===== src/rtl/mem_test_sequencer_pkg.sv =====
// rtl/mem_test_sequencer_pkg.sv - state encoding shared by the memory test sequencer.
package mem_test_sequencer_pkg;

  localparam int STATE_W = 3;

  typedef enum logic [STATE_W-1:0] {
    ST_IDLE  = 3'd0,
    ST_LOAD  = 3'd1,
    ST_RUN   = 3'd2,
    ST_CHECK = 3'd3,
    ST_DONE  = 3'd4
  } state_e;

endpackage


===== src/rtl/mem_test_sequencer_cycle_timer.sv =====
// rtl/mem_test_sequencer_cycle_timer.sv - clearable up-counter with terminal-count flag at LIMIT-1.
module mem_test_sequencer_cycle_timer #(
  parameter int LIMIT = 1000
) (
  input  logic clk,
  input  logic reset,
  input  logic clear,
  input  logic enable,
  output logic tc
);

  localparam int TW = (LIMIT > 1) ? $clog2(LIMIT) : 1;

  logic [TW-1:0] count_q, count_d;

  always_comb begin
    count_d = count_q;
    if (clear)       count_d = '0;
    else if (enable) count_d = count_q + 1'b1;
  end

  always_ff @(posedge clk or negedge reset) begin
    if (!reset) count_q <= '0;
    else        count_q <= count_d;
  end

  assign tc = (count_q == TW'(LIMIT - 1));

endmodule


===== src/rtl/mem_test_sequencer.sv =====
// rtl/mem_test_sequencer.sv - preload/run/check sequencer for data memory; MEMTEST_FIRST_ERR_EN adds first-mismatch capture.
module mem_test_sequencer
  import mem_test_sequencer_pkg::*;
#(
  parameter int  DW        = 32,
  parameter int  AW        = 10,
  parameter int  NUM_WORDS = 10,
  parameter int  BASE_ADDR = 100,
  parameter int  TIMEOUT   = 1000,
  parameter int  ERRW      = 8,
  localparam int IW        = $clog2(NUM_WORDS + 1)
) (
  input  logic            clk,
  input  logic            reset,
  input  logic            start,
  output logic [IW-1:0]   vec_idx,
  input  logic [DW-1:0]   vec_init,
  input  logic [DW-1:0]   vec_exp,
  output logic            mem_own,
  output logic            mem_we,
  output logic [AW-1:0]   mem_addr,
  output logic [DW-1:0]   mem_wdata,
  input  logic [DW-1:0]   mem_rdata,
  output logic            cpu_reset,
  input  logic            cpu_done,
  output logic            busy,
  output logic            done,
  output logic            pass,
  output logic            timed_out,
  output logic [ERRW-1:0] err_count
`ifdef MEMTEST_FIRST_ERR_EN
  ,
  output logic [IW-1:0]   first_err_idx,
  output logic [DW-1:0]   first_err_got,
  output logic [DW-1:0]   first_err_exp
`endif
);

  state_e          state_q, state_d;
  logic [IW-1:0]   idx_q, idx_d;
  logic [ERRW-1:0] err_q, err_d;
  logic            to_q, to_d;
  logic [DW-1:0]   exp_q, exp_d;
  logic            pend_q, pend_d;
  logic            timer_tc, start_ok, mismatch;

  mem_test_sequencer_cycle_timer #(.LIMIT(TIMEOUT)) u_timer (
    .clk    (clk),
    .reset  (reset),
    .clear  (state_q != ST_RUN),
    .enable (state_q == ST_RUN),
    .tc     (timer_tc)
  );

  assign start_ok = start && (state_q == ST_IDLE || state_q == ST_DONE);
  // Read data returns one cycle after its address; exp_q travels alongside it.
  assign mismatch = pend_q && (mem_rdata != exp_q);

  always_comb begin
    state_d   = state_q;
    idx_d     = idx_q;
    err_d     = err_q;
    to_d      = to_q;
    exp_d     = exp_q;
    pend_d    = 1'b0;
    vec_idx   = '0;
    mem_own   = 1'b0;
    mem_we    = 1'b0;
    mem_addr  = '0;
    mem_wdata = '0;
    cpu_reset = 1'b0;
    busy      = 1'b0;
    done      = 1'b0;
    pass      = 1'b0;
    unique case (state_q)
      ST_LOAD: begin
        busy      = 1'b1;
        mem_own   = 1'b1;
        mem_we    = 1'b1;
        vec_idx   = idx_q;
        mem_addr  = AW'(BASE_ADDR) + AW'(idx_q);
        mem_wdata = vec_init;
        if (idx_q == IW'(NUM_WORDS - 1)) begin
          state_d = ST_RUN;
          idx_d   = '0;
        end else begin
          idx_d = idx_q + 1'b1;
        end
      end
      ST_RUN: begin
        busy      = 1'b1;
        cpu_reset = 1'b1;
        if (cpu_done) begin
          state_d = ST_CHECK;
        end else if (timer_tc) begin
          state_d = ST_CHECK;
          to_d    = 1'b1;
        end
      end
      ST_CHECK: begin
        busy     = 1'b1;
        mem_own  = 1'b1;
        vec_idx  = idx_q;
        mem_addr = AW'(BASE_ADDR) + AW'(idx_q);
        if (mismatch && err_q != '1) err_d = err_q + 1'b1;
        if (idx_q < IW'(NUM_WORDS)) begin
          exp_d  = vec_exp;
          pend_d = 1'b1;
          idx_d  = idx_q + 1'b1;
        end else begin
          state_d = ST_DONE;
        end
      end
      ST_DONE: begin
        done = 1'b1;
        pass = (err_q == '0) && !to_q;
      end
      default: ;
    endcase
    if (start_ok) begin
      state_d = ST_LOAD;
      idx_d   = '0;
      err_d   = '0;
      to_d    = 1'b0;
    end
  end

  always_ff @(posedge clk or negedge reset) begin
    if (!reset) begin
      state_q <= ST_IDLE;
      idx_q   <= '0;
      err_q   <= '0;
      to_q    <= 1'b0;
      exp_q   <= '0;
      pend_q  <= 1'b0;
    end else begin
      state_q <= state_d;
      idx_q   <= idx_d;
      err_q   <= err_d;
      to_q    <= to_d;
      exp_q   <= exp_d;
      pend_q  <= pend_d;
    end
  end

  assign timed_out = to_q;
  assign err_count = err_q;

`ifdef MEMTEST_FIRST_ERR_EN
  logic          fe_vld_q, fe_vld_d;
  logic [IW-1:0] fe_idx_q, fe_idx_d;
  logic [DW-1:0] fe_got_q, fe_got_d, fe_exp_q, fe_exp_d;

  always_comb begin
    fe_vld_d = fe_vld_q;
    fe_idx_d = fe_idx_q;
    fe_got_d = fe_got_q;
    fe_exp_d = fe_exp_q;
    if (start_ok) begin
      fe_vld_d = 1'b0;
      fe_idx_d = '0;
      fe_got_d = '0;
      fe_exp_d = '0;
    end else if (state_q == ST_CHECK && mismatch && !fe_vld_q) begin
      fe_vld_d = 1'b1;
      fe_idx_d = idx_q - 1'b1;
      fe_got_d = mem_rdata;
      fe_exp_d = exp_q;
    end
  end

  always_ff @(posedge clk or negedge reset) begin
    if (!reset) begin
      fe_vld_q <= 1'b0;
      fe_idx_q <= '0;
      fe_got_q <= '0;
      fe_exp_q <= '0;
    end else begin
      fe_vld_q <= fe_vld_d;
      fe_idx_q <= fe_idx_d;
      fe_got_q <= fe_got_d;
      fe_exp_q <= fe_exp_d;
    end
  end

  assign first_err_idx = fe_idx_q;
  assign first_err_got = fe_got_q;
  assign first_err_exp = fe_exp_q;
`endif

endmodule

===== config.mk =====
export PLATFORM = sky130hd
export DESIGN_NAME = mem_test_sequencer
export DESIGN_NICKNAME = d
export VERILOG_FILES = /design/src/rtl/mem_test_sequencer_pkg.sv /design/src/rtl/mem_test_sequencer_cycle_timer.sv /design/src/rtl/mem_test_sequencer.sv
export SDC_FILE = /design/constraint.sdc
export NUM_CORES = 1
export LEC_CHECK = 0
export ABC_AREA = 1
export ABC_CLOCK_PERIOD_IN_PS = 1300
export CORE_UTILIZATION = 38
export CTS_CLUSTER_SIZE = 8
export DETAILED_ROUTE_END_ITERATION = 10
export GPL_TIMING_DRIVEN = 0
export PLACE_DENSITY = 0.87
export SLEW_MARGIN = 30
export SYNTH_ARGS = -nofsm -noshare
export SYNTH_HDL_FRONTEND = slang
export SYNTH_SLANG_ARGS = --single-unit

===== constraint.sdc =====
create_clock -name clk -period 1.3 [get_ports clk]
set_input_delay 0.26 -clock clk [delete_from_list [all_inputs] [get_ports clk]]
set_output_delay 0.26 -clock clk [all_outputs]
set_load 0.1 [all_outputs]

==> out/metrics.yaml, run 1 <==
via_count: 4142
post_synthesis_cell_area_sq_um: 3568
period_share: 1.507
top_post_synthesis_cells_by_count: "sky130_fd_sc_hd__nand2_1 (159), sky130_fd_sc_hd__inv_1 (76), sky130_fd_sc_hd__nor2_1 (65), sky130_fd_sc_hd__dfrtp_1 (59), sky130_fd_sc_hd__xnor2_1 (24)"
critical_path.endpoint_type: "output port"
avgSynthCellArea_sq_um: 7.238
synth-edff-count: 0
area_contributors_post_synth: "sky130_fd_sc_hd__dfrtp_1 (41%), sky130_fd_sc_hd__nand2_1 (17%), sky130_fd_sc_hd__inv_1 (8.0%), sky130_fd_sc_hd__nor2_1 (6.8%), sky130_fd_sc_hd__xnor2_1 (5.9%)"
synth_register_bits: 59
placeableCoreArea_sq_um: 8891
warning_count_from_the_yosys_run: 0
area_delta_synth_final_pct: 115.0
grt_pass1_wl_um: 20930
power_density_nw_per_um2: 2500
die_area_sq_um: 9782
h-tree-depth: 3
layout.nets: 829
placed_cells_incl_taps: 761
synth_cell_type_count: 36
finalMaxSlewViolations: 0
synth_top_cell_by_area: "sky130_fd_sc_hd__dfrtp_1"
routed_wl_um: 14430
setup_slack_ps: -658.9
vias_per_cell: 4.966
yosys.cell_count.top_type: "sky130_fd_sc_hd__nand2_1"
ir_worst_vdd_v: 0.001455
pre_cts_setup_slack_ps: -1502
finalSetupViolations: 110
gp_routability_congestion: 0.8210
layout.core_utilization: 0.8629
die_height_um: 98.91
grt_setup_unrepaired: "true"
synth_top_cell_area_share: 0.4137
power.total_mw: 19.18
cts.root.buffer_cell: "sky130_fd_sc_hd__clkbuf_8"
maxClockFrequency_ghz: 0.5105
maximum_number_of_pins_on_one_net_before_global_route_repair: 34
initial_core_util: 0.4014
status: "finished, violations left"
max-cap-violations: 0
cts_tree: "built"
dp_hpwl_um: 7959
groute.usage.overall: 0.2731
grt_overflow: 0
stdcell_area_sq_um: 7672
worst_setup_path_start_kind: "register"
critical_path_peak_fanout: 6
dr.first_iter.drc_count: 137
min-delay-path-class: "input pin to asynchronous set/reset pin"
cts_sinks: 59
placement.io_buffers: 157
drt_drc_violations_left: 0
power.leakage_nw: 3.475
arrival_ps: 1700
worstPathRequired_ps: 1040
ioPinCount: 161
timing.setup.tns_ps: -45040
antenna-diode-count: 0
number_of_antenna_violations_at_the_first_check_in_global_routing: 0
ant_nets: 0
synth_seq_area_share: 0.4137
fp.dieW_um: 98.91
drt_pre_antenna_iters: 4
dpl-instance-area_sq_um: 5788
numCtsBuffers: 9
fin_hold_ws_ps: 398.0
vias_in_the_first_global_route: 4383
post_route_cells_drive_above_1_share: 0.4435
final.setup_skew_ps: 11.01
violated_checks: "negative setup slack"
clk_pin_slew_ps: 70
instances_no_fill: 834
clkLatencyLatePin_ps: 330
synthesis.instances: 493
rows: 34
prevailing_post_synth_register_cell: "sky130_fd_sc_hd__dfrtp_1"
timing_hold_violations_final: 0
criticalPathCategory: "register to output port"
asyncSetResetFlopFracSynth: 1.000
avgRoutedWirePerCell_um: 17.31
layout_min_cycle_time_ps: 1959
cts_buffer_depth: 2
[what timing repair did]
item | 4_1_cts | 5_1_grt
hold buffers | 1 | 0
setup buffers | 35 | 17
gates cloned | 8 | 0
setup endpoints to repair | 110 | 115
pin swaps | 34 | 22
resized for setup | 615 | 80
hold endpoints to repair | 26 | 0
[state kept, by name, indices dropped and copies added, names as in the netlist]
register	count
err_count	8
exp_q	32
idx_q	4
pend_q	1
state_q	3
timed_out	1
u_timer.count_q	10
[final cells by class]
type,instances,area (sq um)
plain buffers,17,256.5
clock buffers,13,168.9
clock inverters,2,10.01
fillers,421,1219
inverters,81,352.8
multi-input cells,339,2501
flip-flops and latches,59,1498
well taps,108,135.1
repair buffers,215,2750
[metal layers]
metal	global-route usage	routed length [um]	vias up
met5	0	0	-
met4	0.08496	350	0
met3	0.06667	1068	30
met2	0.5277	7891	215
met1	0.2887	5123	1962
li1	-	-	1935
[critical path: stages, from the launching register on]
cell                        delay (ps)
sky130_fd_sc_hd__dfrtp_2           410
sky130_fd_sc_hd__buf_4             130
sky130_fd_sc_hd__buf_6             110
sky130_fd_sc_hd__nand3_4           160
sky130_fd_sc_hd__clkbuf_16         220
sky130_fd_sc_hd__nor2_4            140
sky130_fd_sc_hd__buf_12            180
[cell usage in the layout (no fill, tap or decap), types with 24 or more instances in the layout]
cell type,netlist,routed
sky130_fd_sc_hd__clkdlybuf4s50_1,0,98
sky130_fd_sc_hd__buf_4,7,30
sky130_fd_sc_hd__xnor2_1,24,24
sky130_fd_sc_hd__inv_1,76,66
sky130_fd_sc_hd__nand2_2,2,35
sky130_fd_sc_hd__dfrtp_1,59,46
sky130_fd_sc_hd__buf_6,0,29
sky130_fd_sc_hd__nand2_1,159,113
sky130_fd_sc_hd__buf_12,0,60
sky130_fd_sc_hd__nor2_4,1,44
[kinds of logic after synthesis]
logic type / after synthesis / synth area share
AOI/OAI and AO/OA: 30 / 0.05014
DFF: 59 / 0.4137
adders and majority gates: 7 / 0.02454
buffers and inverters: 98 / 0.1132
and+or+nand+nor: 269 / 0.3261
xor gates and xnor gates: 29 / 0.07118
other: 1 / 0.001051
[path summary, 6_finish.rpt]
kind | startpoint | end | slack [ps] | cells after the start
max | state_q[0] | mem_wdata[16] | -660 | 6
min | reset | exp_q[5] | 400 | 2
max reg2reg | state_q[2] | state_q[2] | -620 | 10
min reg2reg | exp_q[9] | exp_q[9] | 500 | 2
max in group asynchronous | reset | err_count[0] | 380 | 3
min in group clk | vec_exp[25] | exp_q[25] | 470 | 3
[report_power, final]
part / internal (mW) / switching [mW] / total, mW
logic: 5.88 / 8.59 / 14.5
clock network: 0.833 / 0.723 / 1.56
registers: 2.53 / 0.629 / 3.16
(Power assumes the default switching activity.)
==> run 2: changes to the inputs <==
--- a/config.mk
+++ b/config.mk
@@ -5,13 +5,13 @@
 export SDC_FILE = /design/constraint.sdc
 export NUM_CORES = 1
 export LEC_CHECK = 0
-export ABC_AREA = 1
 export ABC_CLOCK_PERIOD_IN_PS = 1300
 export CORE_UTILIZATION = 38
 export CTS_CLUSTER_SIZE = 8
 export DETAILED_ROUTE_END_ITERATION = 10
 export GPL_TIMING_DRIVEN = 0
-export PLACE_DENSITY = 0.87
+export HOLD_SLACK_MARGIN = 0.08
+export PLACE_DENSITY = 0.88
 export SLEW_MARGIN = 30
 export SYNTH_ARGS = -nofsm -noshare
 export SYNTH_HDL_FRONTEND = slang
==> run 2 against run 1 <==
Against the previous run: the run ends with design-rule violations, negative setup slack left; die area down 2.2%; combinational power fell by 10%; routed wire length grew 18%; core utilization hardly changed; worst hold slack worse by 17 ps; register-to-register slack lost 60 ps; clock skew is 4.1 ps higher; sequential power increased by 7.0%; clock power up 22%; via count is 10% lower; synthesized cell count fell by 35%; clock-buffer cell count down 1; critical endpoint is now mem_wdata[13]; largest cell class unchanged.
==> out/metrics.yaml, run 2 <==
synth_top_cell_area_share: 0.4231
power_density_nw_per_um2: 2403
fp.dieW_um: 97.83
min-delay-path-class: "input pin to asynchronous set/reset pin"
vias_per_cell: 5.534
pwr-share-seq: 0.185
synth.area.mux_share: 0.1316
period_share: 1.607
drt_pre_antenna_iters: 8
critical_path.endpoint_type: "output port"
numCtsBuffers: 9
clkLatencyLatePin_ps: 360
cts_sinks: 59
synth_seq_area_share: 0.4231
gp_routability_congestion: 0.8691
synth_top_cell_by_area: "sky130_fd_sc_hd__dfrtp_1"
layout.nets: 664
yosys.area_share.adder: 0.02510
switching_share_of_power: 0.4653
ir_worst_vdd_v: 0.001416
vias_in_the_first_global_route: 3947
via_count: 3708
worst_setup_path_start_kind: "register"
mostFrequentLayoutCell: "sky130_fd_sc_hd__clkdlybuf4s50_1"
grt_overflow: 0
layout_min_cycle_time_ps: 2089
power.leakage_nw: 3.190
antenna-diode-count: 0
status: "finished, violations left"
post_synthesis_cell_area_sq_um: 3490
ant_nets: 0
routed_wl_um: 17040
number_of_antenna_violations_at_the_first_check_in_global_routing: 1
prevailing_post_synth_register_cell: "sky130_fd_sc_hd__dfrtp_1"
power_switching_mw: 8.495
area_contributors_post_synth: "sky130_fd_sc_hd__dfrtp_1 (42%), sky130_fd_sc_hd__mux2_2 (11%), sky130_fd_sc_hd__xor2_1 (9.3%), sky130_fd_sc_hd__and2_1 (6.6%), sky130_fd_sc_hd__nor4_4 (4.3%)"
power.total_mw: 18.26
largest_family_of_logic_cells_by_synthesized_area: "simple AND/OR/NAND/NOR gates"
groute.usage.overall: 0.3116
avgRoutedWirePerCell_um: 25.43
ioPinCount: 161
complex_gate_fraction_of_the_synthesized_area: 0.06095
yosys.area_share.simple: 0.2241
drt_drc_violations_left: 14
top_post_synthesis_cells_by_count: "sky130_fd_sc_hd__dfrtp_1 (59), sky130_fd_sc_hd__and2_1 (37), sky130_fd_sc_hd__xor2_1 (37), sky130_fd_sc_hd__mux2_2 (35), sky130_fd_sc_hd__nor2_1 (23)"
warning_count_from_the_yosys_run: 0
placement.io_buffers: 157
grt_setup_unrepaired: "true"
dr.first_iter.drc_count: 206
placeableCoreArea_sq_um: 8806
criticalPathCategory: "register to output port"
dpl-instance-area_sq_um: 5629
grt_pass1_wl_um: 22610
power_report.internal_total_mw: 9.763
rows: 34
fin_hold_ws_ps: 380.9
pwr-share-clk: 0.104
arrival_ps: 1830
timing_hold_violations_final: 0
finalMaxSlewViolations: 0
synth_cell_type_count: 43
max-cap-violations: 0
violated_checks: "design-rule violations, negative setup slack"
cts_buffer_depth: 2
setup_slack_ps: -788.9
initial_core_util: 0.3963
synth-edff-count: 0
finalSetupViolations: 114
area_delta_synth_final_pct: 117.7
pre_cts_setup_slack_ps: -1602
largest_register: "exp_q"
cts_tree: "built"
die_height_um: 97.83
largest_reg_flops: 32
worstPathRequired_ps: 1040
dp_hpwl_um: 7515
die_area_sq_um: 9571
maximum_number_of_pins_on_one_net_before_global_route_repair: 33
power.share.combinational: 0.710
synthesis.instances: 320
synth_register_bits: 59
maxClockFrequency_ghz: 0.4787
clk_pin_slew_ps: 80
yosys.cell_count.top_type: "sky130_fd_sc_hd__dfrtp_1"
synthXorXnorAreaFrac: 0.09788
asyncSetResetFlopFracSynth: 1.000
h-tree-depth: 3
post_route_cells_drive_above_1_share: 0.5801
stdcell_area_sq_um: 7599
final.setup_skew_ps: 15.15
avgSynthCellArea_sq_um: 10.90
cts.root.buffer_cell: "sky130_fd_sc_hd__clkbuf_8"
critical_path_peak_fanout: 10
commonest_cells_after_routing_fill_and_taps_aside: "sky130_fd_sc_hd__clkdlybuf4s50_1 (98), sky130_fd_sc_hd__buf_12 (67), sky130_fd_sc_hd__dfrtp_1 (43)"
## run 2: changes by cell type after synthesis, sizes merged, moves of 9 or more
cell	change
nand3	-10
nor2	-43
xnor2	-22
inv	-71
and2	+37
nand2	-145
nor4	+9
xor2	+32
mux2	+36
## run 2: repair_timing
action | CTS | global route
endpoints found under the hold margin | 27 | 0
gates resized for setup | 586 | 79
cloned | 5 | 0
pin swaps | 41 | 34
hold buffers | 1 | 0
endpoints found under the setup margin | 110 | 116
setup buffers | 36 | 30
## run 2: critical path, cell delays in order (launching register included)
cell and delay [ps]:
sky130_fd_sc_hd__dfrtp_2 430, sky130_fd_sc_hd__nand2b_4 170, sky130_fd_sc_hd__nor2_4 210, sky130_fd_sc_hd__buf_6 170, sky130_fd_sc_hd__buf_8 130, sky130_fd_sc_hd__and2_4 170
sky130_fd_sc_hd__buf_12 180
## run 2: worst paths after layout
| check | from | endpoint | slack, ps | cells past startpoint |
|---|---|---|---|---|
| worst max-delay path | state_q[2] | mem_wdata[13] | -790 | 6 |
| worst min-delay path | reset | u_timer.count_q[1] | 380 | 2 |
| min in group clk | vec_exp[21] | exp_q[21] | 520 | 2 |
| worst min register to register | exp_q[29] | exp_q[29] | 530 | 1 |
| max in group asynchronous | reset | err_count[7] | 380 | 3 |
| worst max register to register | err_count[1] | err_count[5] | -680 | 8 |
## run 2: cell type report
class                      count  area [sq um]
tap                          108         135.1
timing repair buffer         227          2940
multi-input combinational    238          2577
inverter                       9         41.29
fill                         367          1207
buffer                        13         182.7
clock inverter                 4         47.55
sequential                    59          1509
clock buffer                  12         165.2
## run 2: kinds of logic after synthesis
group / after synthesis
buffers and inverters: 25
muxes: 41
and+or+nand+nor: 118
other: 1
xor gates and xnor gates: 39
DFF: 59
AOI/OAI and AO/OA: 30
adders and majority gates: 7
## run 2: power by group through the flow
stage | Clock, mW | Combinational (mW) | Sequential, mW
finish | 1.90 | 13.0 | 3.38
global route | 1.98 | 13.3 | 3.46
CTS | 1.81 | 11.4 | 3.26
detailed placement | 0 | 8.44 | 3.26
global placement | 0 | 8.24 | 3.23
floorplan | 0 | 6.54 | 3.38
## run 2: stage by stage
step | std cells | util | TNS, ps
2_1_floorplan | 322 | - | -37040
3_3_place_gp | 587 | 0.6373 | -210650
3_5_place_dp | 588 | 0.6392 | -96200
4_1_cts | 645 | 0.8093 | -49670
5_1_grt | 670 | 0.8629 | -63730
6_report | 670 | 0.8629 | -60000
## run 2: layer usage
| metal | global-route usage | wire (um) | share of wire | vias to the layer above |
|---|---|---|---|---|
| met2 | 0.5655 | 8891 | 0.52 | 219 |
| met4 | 0.1620 | 1263 | 0.074 | 2 |
| met5 | 0 | 12 | 0.00070 | - |
| met1 | 0.3393 | 5861 | 0.34 | 1839 |
| li1 | - | - | - | 1553 |
| met3 | 0.06800 | 1007 | 0.059 | 95 |
